$ cat src/rtl/bus_arbiter_rr_if.sv
// Shared-bus port bundle between the round-robin arbiter (master) and the bus target (slave).
interface bus_arbiter_rr_if #(
    parameter int ADDR_W = 32,
    parameter int DATA_W = 32
) ();
    logic              bus_valid;
    logic [ADDR_W-1:0] bus_addr;
    logic [DATA_W-1:0] bus_wdata;
    logic              bus_we;
    logic              bus_ready;
    logic [DATA_W-1:0] bus_rdata;

    modport master (
        output bus_valid, bus_addr, bus_wdata, bus_we,
        input  bus_ready, bus_rdata
    );

    modport slave (
        input  bus_valid, bus_addr, bus_wdata, bus_we,
        output bus_ready, bus_rdata
    );
endinterface

$ cat src/rtl/bus_arbiter_rr.sv
// Round-robin arbiter that forwards one requester transfer at a time onto the shared bus,
// holds the grant until completion or timeout, and returns a one-cycle ack with read data.
module bus_arbiter_rr #(
    parameter int N_REQ   = 4,
    parameter int ADDR_W  = 32,
    parameter int DATA_W  = 32,
    parameter int TIMEOUT = 256
) (
    input  logic                    clk,
    input  logic                    reset_n,
    input  logic [N_REQ-1:0]        req_i,
    input  logic [N_REQ*ADDR_W-1:0] addr_i,
    input  logic [N_REQ*DATA_W-1:0] wdata_i,
    input  logic [N_REQ-1:0]        we_i,
    output logic [N_REQ-1:0]        grant_o,
    output logic [N_REQ-1:0]        ack_o,
    output logic                    err_o,
    output logic [DATA_W-1:0]       rdata_o,
    output logic                    busy_o,
    bus_arbiter_rr_if.master        bus_if
);
    localparam int PTR_W = $clog2(N_REQ);
    localparam int CNT_W = $clog2(TIMEOUT);

    localparam logic [1:0] S_IDLE = 2'd0;
    localparam logic [1:0] S_XFER = 2'd1;
    localparam logic [1:0] S_RESP = 2'd2;

    logic [1:0]        state_q,    state_d;
    logic [N_REQ-1:0]  grant_q,    grant_d;
    logic [N_REQ-1:0]  ack_q,      ack_d;
    logic              err_q,      err_d;
    logic [DATA_W-1:0] rdata_q,    rdata_d;
    logic              busy_q,     busy_d;
    logic              valid_q,    valid_d;
    logic [ADDR_W-1:0] addr_q,     addr_d;
    logic [DATA_W-1:0] wdata_q,    wdata_d;
    logic              we_q,       we_d;
    logic [PTR_W-1:0]  last_ptr_q, last_ptr_d;
    logic [CNT_W-1:0]  cnt_q,      cnt_d;

    logic [PTR_W:0]    pick_s;
    logic              win_found_s;
    logic [PTR_W-1:0]  win_idx_s;

    // First set request strictly after 'last', wrapping modulo N_REQ; MSB flags a hit.
    function automatic logic [PTR_W:0] rr_pick(input logic [N_REQ-1:0] req,
                                               input logic [PTR_W-1:0] last);
        logic [PTR_W:0]   res;
        logic [PTR_W-1:0] cand_idx;
        int               cand;
        res = '0;
        for (int i = 1; i <= N_REQ; i++) begin
            cand = int'(last) + i;
            if (cand >= N_REQ) begin
                cand = cand - N_REQ;
            end else begin
                cand = cand;
            end
            cand_idx = cand[PTR_W-1:0];
            if (!res[PTR_W] && req[cand_idx]) begin
                res = {1'b1, cand_idx};
            end else begin
                res = res;
            end
        end
        return res;
    endfunction

    assign pick_s      = rr_pick(req_i, last_ptr_q);
    assign win_found_s = pick_s[PTR_W];
    assign win_idx_s   = pick_s[PTR_W-1:0];

    // Next-state logic for the IDLE/XFER/RESP transfer sequencer.
    always_comb begin
        state_d    = state_q;
        grant_d    = grant_q;
        ack_d      = '0;
        err_d      = err_q;
        rdata_d    = rdata_q;
        valid_d    = valid_q;
        addr_d     = addr_q;
        wdata_d    = wdata_q;
        we_d       = we_q;
        last_ptr_d = last_ptr_q;
        cnt_d      = cnt_q;
        case (state_q)
            S_IDLE: begin
                if (win_found_s) begin
                    grant_d    = {{(N_REQ-1){1'b0}}, 1'b1} << win_idx_s;
                    last_ptr_d = win_idx_s;
                    addr_d     = addr_i[win_idx_s*ADDR_W +: ADDR_W];
                    wdata_d    = wdata_i[win_idx_s*DATA_W +: DATA_W];
                    we_d       = we_i[win_idx_s];
                    valid_d    = 1'b1;
                    cnt_d      = '0;
                    state_d    = S_XFER;
                end else begin
                    state_d = S_IDLE;
                end
            end
            S_XFER: begin
                if (bus_if.bus_ready) begin
                    if (!we_q) begin
                        rdata_d = bus_if.bus_rdata;
                    end else begin
                        rdata_d = rdata_q;
                    end
                    err_d   = 1'b0;
                    valid_d = 1'b0;
                    ack_d   = grant_q;
                    state_d = S_RESP;
                end else if (cnt_q == CNT_W'(TIMEOUT - 1)) begin
                    err_d   = 1'b1;
                    valid_d = 1'b0;
                    ack_d   = grant_q;
                    state_d = S_RESP;
                end else begin
                    cnt_d = cnt_q + CNT_W'(1);
                end
            end
            S_RESP: begin
                grant_d = '0;
                err_d   = 1'b0;
                state_d = S_IDLE;
            end
            default: begin
                grant_d = '0;
                err_d   = 1'b0;
                valid_d = 1'b0;
                state_d = S_IDLE;
            end
        endcase
        busy_d = (state_d != S_IDLE);
    end

    // State and output registers with synchronous active-low reset.
    always_ff @(posedge clk) begin
        if (!reset_n) begin
            state_q    <= S_IDLE;
            grant_q    <= '0;
            ack_q      <= '0;
            err_q      <= 1'b0;
            rdata_q    <= '0;
            busy_q     <= 1'b0;
            valid_q    <= 1'b0;
            addr_q     <= '0;
            wdata_q    <= '0;
            we_q       <= 1'b0;
            last_ptr_q <= PTR_W'(N_REQ - 1);
            cnt_q      <= '0;
        end else begin
            state_q    <= state_d;
            grant_q    <= grant_d;
            ack_q      <= ack_d;
            err_q      <= err_d;
            rdata_q    <= rdata_d;
            busy_q     <= busy_d;
            valid_q    <= valid_d;
            addr_q     <= addr_d;
            wdata_q    <= wdata_d;
            we_q       <= we_d;
            last_ptr_q <= last_ptr_d;
            cnt_q      <= cnt_d;
        end
    end

    assign grant_o          = grant_q;
    assign ack_o            = ack_q;
    assign err_o            = err_q;
    assign rdata_o          = rdata_q;
    assign busy_o           = busy_q;
    assign bus_if.bus_valid = valid_q;
    assign bus_if.bus_addr  = addr_q;
    assign bus_if.bus_wdata = wdata_q;
    assign bus_if.bus_we    = we_q;
endmodule

$ cat src/flat_wrapper.sv
// flat-port wrapper written by rule: the top's interface ports become plain ports
module bus_arbiter_rr_flat 
#(
    parameter int N_REQ   = 4,
    parameter int ADDR_W  = 32,
    parameter int DATA_W  = 32,
    parameter int TIMEOUT = 256
)
  (clk, reset_n, req_i, addr_i, wdata_i, we_i, grant_o, ack_o, err_o, rdata_o, busy_o, bus_if_bus_valid, bus_if_bus_addr, bus_if_bus_wdata, bus_if_bus_we, bus_if_bus_ready, bus_if_bus_rdata);
  bus_arbiter_rr_if #(.ADDR_W(ADDR_W), .DATA_W(DATA_W)) bus_if_i ();
  input  logic clk;
  input  logic reset_n;
  input  logic [N_REQ-1:0] req_i;
  input  logic [N_REQ*ADDR_W-1:0] addr_i;
  input  logic [N_REQ*DATA_W-1:0] wdata_i;
  input  logic [N_REQ-1:0] we_i;
  output logic [N_REQ-1:0] grant_o;
  output logic [N_REQ-1:0] ack_o;
  output logic err_o;
  output logic [DATA_W-1:0] rdata_o;
  output logic busy_o;
  output wire logic [$bits(bus_if_i.bus_valid)-1:0] bus_if_bus_valid;
  output wire logic [$bits(bus_if_i.bus_addr)-1:0] bus_if_bus_addr;
  output wire logic [$bits(bus_if_i.bus_wdata)-1:0] bus_if_bus_wdata;
  output wire logic [$bits(bus_if_i.bus_we)-1:0] bus_if_bus_we;
  input wire logic [$bits(bus_if_i.bus_ready)-1:0] bus_if_bus_ready;
  input wire logic [$bits(bus_if_i.bus_rdata)-1:0] bus_if_bus_rdata;
  assign bus_if_bus_valid = bus_if_i.bus_valid;
  assign bus_if_bus_addr = bus_if_i.bus_addr;
  assign bus_if_bus_wdata = bus_if_i.bus_wdata;
  assign bus_if_bus_we = bus_if_i.bus_we;
  assign bus_if_i.bus_ready = bus_if_bus_ready;
  assign bus_if_i.bus_rdata = bus_if_bus_rdata;
  bus_arbiter_rr #(.N_REQ(N_REQ), .ADDR_W(ADDR_W), .DATA_W(DATA_W), .TIMEOUT(TIMEOUT)) u_core (.clk(clk), .reset_n(reset_n), .req_i(req_i), .addr_i(addr_i), .wdata_i(wdata_i), .we_i(we_i), .grant_o(grant_o), .ack_o(ack_o), .err_o(err_o), .rdata_o(rdata_o), .busy_o(busy_o), .bus_if(bus_if_i));
endmodule
$ cat config.mk
export PLATFORM = sky130hd
export DESIGN_NAME = bus_arbiter_rr_flat
export DESIGN_NICKNAME = d
export VERILOG_FILES = /design/src/rtl/bus_arbiter_rr_if.sv /design/src/rtl/bus_arbiter_rr.sv /design/src/flat_wrapper.sv
export SDC_FILE = /design/constraint.sdc
export NUM_CORES = 1
export LEC_CHECK = 0
export BUFFER_PORTS_ARGS = -buffer_cell sky130_fd_sc_hd__clkbuf_2
export CAP_MARGIN = 0
export CORE_AREA = 2 2 158 160
export DETAILED_ROUTE_END_ITERATION = 7
export DIE_AREA = 0 0 160 162
export HOLD_SLACK_MARGIN = 0.12
export SLEW_MARGIN = 20
export SYNTH_ARGS = -nofsm -noshare
export SYNTH_HDL_FRONTEND = slang
export SYNTH_SLANG_ARGS = --single-unit
export TNS_END_PERCENT = 5
$ cat constraint.sdc
create_clock -name clk -period 1.9 [get_ports clk]
set_input_delay 0.19 -clock clk [delete_from_list [all_inputs] [get_ports clk]]
set_output_delay 0.19 -clock clk [all_outputs]
set_load 0.02 [all_outputs]
# After elaboration in Yosys (flattened, before gate mapping)
# Index checks and enable logic that the tools add are counted.
[totals] out_inout_bits=108 reg_bits=120
[op_classes] mux=37 bitwise=4 reduce_logical=16 addsub=9 order_cmp=9 n_shift=3 eq_ne=7
[ops] op="variable part select 128 x 8 -> 32 bit" n=2
[ops] op="two-way mux 8 bit" n=3
[ops] op="one-hot mux 8 bit (2 select lines)" n=1
[ops] op="less-than comparator 2 x 3 -> 1 bit, second input constant" n=5
[ops] op="two-way mux 2 bit" n=6
[ops] op="two-way mux 3 bit" n=4
[ops] op="two-way mux 4 bit" n=3
[ops] op="two-way mux 1 bit" n=11
[ops] op="binary-select mux 1 bit (select 2 bit)" n=5
[ops] op="greater-or-equal comparator 3 bit, second input constant" n=3
[ops] op="adder 8 x 1 -> 8 bit, second input constant" n=1
[ops] op="== test 8 bit, second input constant" n=1
[ops] op="one-hot mux 4 bit (2 select lines)" n=1
[ops] op="AND reduction 2 bit" n=4
[ops] op="subtractor 2 x 1 -> 2 bit, second input constant" n=4
[ops] op="adder 2 x 2 -> 3 bit, second input constant" n=2
[ops] op="AND reduction 3 bit" n=2
[ops] op="adder 2 x 3 -> 4 bit, second input constant" n=1
[ops] op="greater-or-equal comparator 4 x 3 -> 1 bit, second input constant" n=1
[ops] op="!= test 2 bit, second input constant" n=2
[ops] op="NOT 1 bit" n=4
[ops] op="one-hot mux 2 bit (2 select lines)" n=1
[ops] op="AND reduction 4 bit" n=1
[ops] op="nonzero test 2 bit" n=2
[ops] op="other kinds (11)" n=15

# Depth between registers and ports, before layout
[logic_depth] word_depth=18 mapped_depth=8 mapped_depth_nobuf=6

# Least setup slack after synthesis
# OpenSTA, ideal clock, no wires.
[synth_path] path_type="reg2reg" from="register u_core.last_ptr_q[0]" to="register u_core.wdata_q[21], in the netlist u_core.bus_if.bus_wdata[21]" path_slack_ns=0.186 path_stages_with_launch=9 n_path_buf=3 synth_period_minus_slack_ns=1.714 required_time_ns=1.772 t_arrival_ns=1.586 setup_time_ns=0.128 cell_sequence="dfxtp_1 > and2b_1 > o221ai_1 > or3_1 > clkbuf_1 > buf_6 > buf_6 > a211oi_2 > a211oi_2"
[synth_via] elab_chain_cells=16
[synth_rtl] item="start: declaration" line="bus_arbiter_rr.sv:39" source="logic [PTR_W-1:0] last_ptr_q, last_ptr_d;"
[synth_rtl] item="start signal: assignment" line="bus_arbiter_rr.sv:150" source="last_ptr_q <= PTR_W'(N_REQ - 1);"
[synth_rtl] item="start signal: assignment" line="bus_arbiter_rr.sv:163" source="last_ptr_q <= last_ptr_d;"
[synth_rtl] item="adder 2 x 1 -> 3 bit" line="bus_arbiter_rr.sv:54" source="cand = int'(last) + i;"
[synth_rtl] item="greater-or-equal comparator 3 bit or subtractor 2 x 1 -> 2 bit (tied branches)" line="bus_arbiter_rr.sv:55, bus_arbiter_rr.sv:56"
[synth_rtl] item="two-way mux 2 bit" line="bus_arbiter_rr.sv:55" source="if (cand >= N_REQ) begin"
[synth_rtl] item="binary-select mux 1 bit (select 2 bit)" line="bus_arbiter_rr.sv:61" source="if (!res[PTR_W] && req[cand_idx]) begin"
[synth_rtl] item="two-way mux 1 bit (not written as such)" line="bus_arbiter_rr.sv:61"
[synth_rtl] item="two-way mux 3 bit" line="bus_arbiter_rr.sv:61"
[synth_rtl] item="logical NOT 1 bit" line="bus_arbiter_rr.sv:61"
[synth_rtl] item="logical AND 1 bit" line="bus_arbiter_rr.sv:61"
[synth_rtl] item="two-way mux 3 bit" line="bus_arbiter_rr.sv:61"
[synth_rtl] item="logical NOT 1 bit" line="bus_arbiter_rr.sv:61"
[synth_rtl] item="logical AND 1 bit" line="bus_arbiter_rr.sv:61"
[synth_rtl] item="two-way mux 3 bit" line="bus_arbiter_rr.sv:61"
[synth_rtl] item="logical NOT 1 bit" line="bus_arbiter_rr.sv:61"
[synth_rtl] item="logical AND 1 bit" line="bus_arbiter_rr.sv:61"
[synth_rtl] item="two-way mux 3 bit (*)" line="bus_arbiter_rr.sv:61"
[synth_rtl] item="variable part select 128 x 8 -> 32 bit or AND reduction 2 bit (tied branches)"
[synth_rtl] item="end signal: assignment" line="bus_arbiter_rr.sv:161" source="wdata_q <= wdata_d;"
[synth_rtl] item="end: declaration" line="bus_arbiter_rr.sv:37" source="logic [DATA_W-1:0] wdata_q, wdata_d;"
# Every way passes the cells marked *; elsewhere a longest branch is shown, timed or not. The select of a mux whose other input is x is not followed.
# A chain may end at the register's enable or synchronous reset.

# Worst setup path in the final report
[layout_path] from="register u_core.last_ptr_q[0]" to="register u_core.addr_q[29], in the netlist u_core.bus_if.bus_addr[29]"
[layout_via] elab_chain_cells=16
[layout_rtl] item="adder 2 x 1 -> 3 bit" line="bus_arbiter_rr.sv:54"
[layout_rtl] item="greater-or-equal comparator 3 bit or subtractor 2 x 1 -> 2 bit (tied branches)" line="bus_arbiter_rr.sv:55, bus_arbiter_rr.sv:56"
[layout_rtl] item="two-way mux 2 bit" line="bus_arbiter_rr.sv:55"
[layout_rtl] item="binary-select mux 1 bit (select 2 bit)" line="bus_arbiter_rr.sv:61"
[layout_rtl] item="two-way mux 1 bit (not written as such)" line="bus_arbiter_rr.sv:61"
[layout_rtl] item="two-way mux 3 bit" line="bus_arbiter_rr.sv:61"
[layout_rtl] item="logical NOT 1 bit" line="bus_arbiter_rr.sv:61"
[layout_rtl] item="logical AND 1 bit" line="bus_arbiter_rr.sv:61"
[layout_rtl] item="two-way mux 3 bit" line="bus_arbiter_rr.sv:61"
[layout_rtl] item="logical NOT 1 bit" line="bus_arbiter_rr.sv:61"
[layout_rtl] item="logical AND 1 bit" line="bus_arbiter_rr.sv:61"
[layout_rtl] item="two-way mux 3 bit" line="bus_arbiter_rr.sv:61"
[layout_rtl] item="logical NOT 1 bit" line="bus_arbiter_rr.sv:61"
[layout_rtl] item="logical AND 1 bit" line="bus_arbiter_rr.sv:61"
[layout_rtl] item="two-way mux 3 bit (*)" line="bus_arbiter_rr.sv:61"
[layout_rtl] item="variable part select 128 x 8 -> 32 bit or AND reduction 2 bit (tied branches)"
[layout_rtl] item="end signal: assignment" line="bus_arbiter_rr.sv:160" source="addr_q <= addr_d;"
[layout_rtl] item="end: declaration" line="bus_arbiter_rr.sv:36" source="logic [ADDR_W-1:0] addr_q, addr_d;"
# Marks and branches as above.

==> metrics <==
area growth from synthesis to layout=71.6%; Max Clk Rate=about 530 MHz; Slew headroom=~56%; syn_area_per_cell=around 8.5 um^2; clock sinks=120; Tcrit/Tclk final=99.3%; die height=roughly 160 um; cell taking the most area after synthesis=dfxtp_1; Worst path most repeated cell=buf_12; Leakage=between 5 and 6 nW; RSZ-0062 raised after global routing=true; Finished Core Util=46.5%; CTS Buffer Depth=2; most frequent cells in the layout=405 x clkbuf_2, 124 x dlygate4sd3_1, 119 x dfxtp_1; Post-Synth Adder-Cell Area=less than 1%; Main synth FF type=dfxtp_1; Compound-Gate Fraction of Synth Area=34.3%; crit path max fanout=16; outcome=completed; register area share after synthesis=36.8%; final net count=1593; Power Density=864 nW/um^2; Worst Path Arrival=approximately 2.2 ns; Final HPWL DP=~19000 um; final WL=around 28000 um; simple-gate portion of the synthesized area=8.43%; Worst Setup EP=u_core.bus_if.bus_addr[29]$_SDFFE_PN0P_; worst-skew pair later-pin latency=0.41 ns; combinational family with the most area after synthesis=compound AO/OA/AOI/OAI gates; Ys Warns=0; Max-cap violations=0; Routed WL per cell=roughly 17 um; vias in the first global route=8027; layout cells sized above 1=approximately two fifths; reg-to-reg critical path startpoint=u_core.last_ptr_q[0]$_SDFFE_PN1P_; post-synth cell types=41; GRT Overall Usage=between 20% and 30%; most common cell after layout, fill and taps aside=clkbuf_2; Detailed Routing Iterations Pass 1=5; num ports=slightly above 400; Post-synth EDFFs=0; Hold Vio Cnt, Final=0; vias=just under 8k; CP Cell Sequence=and2b_1 > buf_4 > o21ai_4 > and3_4 > buf_12 > buf_12 > mux2i_1 > a211oi_1; die area=approximately 26000 um^2; FF-to-FF setup slack=around 0.014 ns; Worst Tran Pin Value=0.663 ns; CTS root buffer=clkbuf_16; Post-Synthesis Cells=a little under 800; first-pass GRT wire length=42600 um; worst setup margin=between 0.01 and 0.015 ns; post-synthesis xor/xnor area fraction=less than 1%; critical path depth=8; DIE WIDTH=around 160 um; clock slew at reported path FFs=roughly 0.060 ns; Reg2Reg Depth=8; DRC viols=0; core area=approximately 24000 um^2; worst setup path start=u_core.last_ptr_q[0]$_SDFFE_PN1P_; most area-consuming cells after synthesis=dfxtp_1 37%, a211oi_1 12%, mux2i_1 10%, a31oi_1 6.2%, a211oi_2 5.6%; Setup violations, final=0; Starting Density=27.1%; critical path startpoint category=flip-flop; top-area cell type share of the netlist area=36.8%; CP max stage delay=between 0.3 and 0.4 ns; Worst Path Buf+Inv=3; TritonCTS clock tree=built; Hold/Removal Path Class=primary input to flip-flop; remaining antenna violation count=0; Slowest-stage cell, CP=dfxtp_2; initial antenna violation count=1; number of synthesized register bits=120; TritonCTS Buffers=17; Synth Net Count=around 1.1k; largest net degree at the start of global routing=between 60 and 70; fillers=around 2.4k; asr flop ratio synth=0%; critical path's top delay family=buffers and inverters; DR vias/cell=about 4.9; grt ovf=0; Cell Area, Synth=6530 um^2; H-tree depth=4; critical path type=flip-flop to flip-flop; cell row count=between 50 and 60; worst r2r dst=u_core.bus_if.bus_addr[29]$_SDFFE_PN0P_; Critical Path RT=between 2 and 2.5 ns; Worst VDD drop=0.471 mV; Slew Limit Fails=0; Placement Setup Slack=-0.0447 ns; post-synthesis mux area share=9.96%; input/output buffers=slightly above 400; drt initial violations=436; CP endpoint kind=flip-flop; fin crit period=~1.9 ns; Routability Congestion=approximately 0.9; Final Skew=0.0105 ns
-- repair_timing --
action,4_1_cts,5_1_grt
endpoints found under the hold margin,81,0
gates resized for setup,2,22
hold buffers,124,0
buffers inserted,0,3
gates cloned,0,0
setup endpoints to repair,4,45
-- synth_stat cells (2+ instances only) --
master,count
a21oi_1,4
or3_1,4
a22oi_1,2
a21boi_1,9
and2_1,5
a21boi_0,24
and3_1,2
a31oi_1,65
clkbuf_1,52
dfxtp_1,120
mux2i_1,65
nor2b_1,7
buf_2,15
nor2_1,11
xnor2_1,4
o21ai_0,70
a2bb2oi_1,2
a211oi_1,101
nand3_1,7
a211oi_2,29
inv_1,67
buf_4,7
nor3_1,4
nand2_1,72
buf_6,5
o211ai_1,2
nand2b_1,3
-- sequential cells by signal, summed over array words and instances, names as in the netlist --
signal,count
u_core.bus_if.bus_addr,32
u_core.bus_if.bus_wdata,32
u_core.rdata_o,32
u_core.cnt_q,8
u_core.ack_o,4
u_core.grant_o,4
u_core.last_ptr_q,2
u_core.state_q,2
u_core.bus_if.bus_valid,1
u_core.bus_if.bus_we,1
u_core.busy_o,1
u_core.err_o,1
-- power breakdown --
part,internal [mW],switching [mW]
registers,2.83,0.177
clock network,2.07,1.26
logic,1.50,1.85
total,6.40,3.29
-- metrics by stage --
stage	hold WS, ns	power, mW	TNS [ns]	cell area [um^2]	instances
floorplan	0.298	4.77	0	6530	772
global placement	0.414	6.09	-0.0278	9250	1471
detailed placement	0.422	6.10	-0.0863	9250	1471
CTS	0.121	9.69	-0.0630	11100	1626
global route	0.125	10.1	-0.121	11200	1630
finish	0.136	9.68	0	11200	1630
-- worst min path at each step --
stage                              from  cells past startpoint                                       end  slack [ns]
floorplan              bus_if_bus_ready                      1                 u_core.err_o$_SDFFE_PN0P_        0.30
global placement    bus_if_bus_rdata[1]                      3            u_core.rdata_o[1]$_SDFFE_PN0P_        0.41
detailed placement  bus_if_bus_rdata[0]                      3            u_core.rdata_o[0]$_SDFFE_PN0P_        0.42
CTS                         wdata_i[86]                      3  u_core.bus_if.bus_wdata[22]$_SDFFE_PN0P_        0.12
global route                wdata_i[88]                      3  u_core.bus_if.bus_wdata[24]$_SDFFE_PN0P_        0.13
finish                      wdata_i[88]                      3  u_core.bus_if.bus_wdata[24]$_SDFFE_PN0P_        0.14
-- area by class of cell --
| class | instances | area, um^2 | share of cell area [%] |
|---|---|---|---|
| Antenna cell | 1 | 2.50 | 0.0223 |
| Clock buffer | 17 | 425 | 3.79 |
| Clock inverter | 14 | 173 | 1.54 |
| Inverter | 67 | 251 | 2.24 |
| Multi-Input combinational cell | 506 | 3630 | 32.4 |
| Sequential cell | 120 | 2400 | 21.4 |
| Tap cell | 324 | 405 | 3.62 |
| Timing Repair Buffer | 581 | 3920 | 34.9 |
-- logic make-up after synthesis --
group,Yosys count
flip-flops,120
buffers and inverters,146
AO/OA/AOI/OAI,314
AND/OR/NAND/NOR,121
multiplexers,65
adder cells (fa/ha/maj),1
XOR/XNOR,5
-- worst register-to-register path, stage by stage (launching register included) --
cell and delay, ns:
dfxtp_2 0.33, and2b_1 0.18, buf_4 0.14, o21ai_4 0.14, and3_4 0.22, buf_12 0.18, buf_12 0.18, mux2i_1 0.28
a211oi_1 0.11
-- layer usage --
metal | wire (um) | GRT usage, % | vias to the layer above
li1 | - | - | 3856
met1 | 11400 | 24.4 | 3656
met2 | 13700 | 36.1 | 362
met3 | 1770 | 4.37 | 53
met4 | 871 | 8.80 | 0
met5 | 0 | 0 | -
No activity file was read; power rests on OpenSTA's default activity.
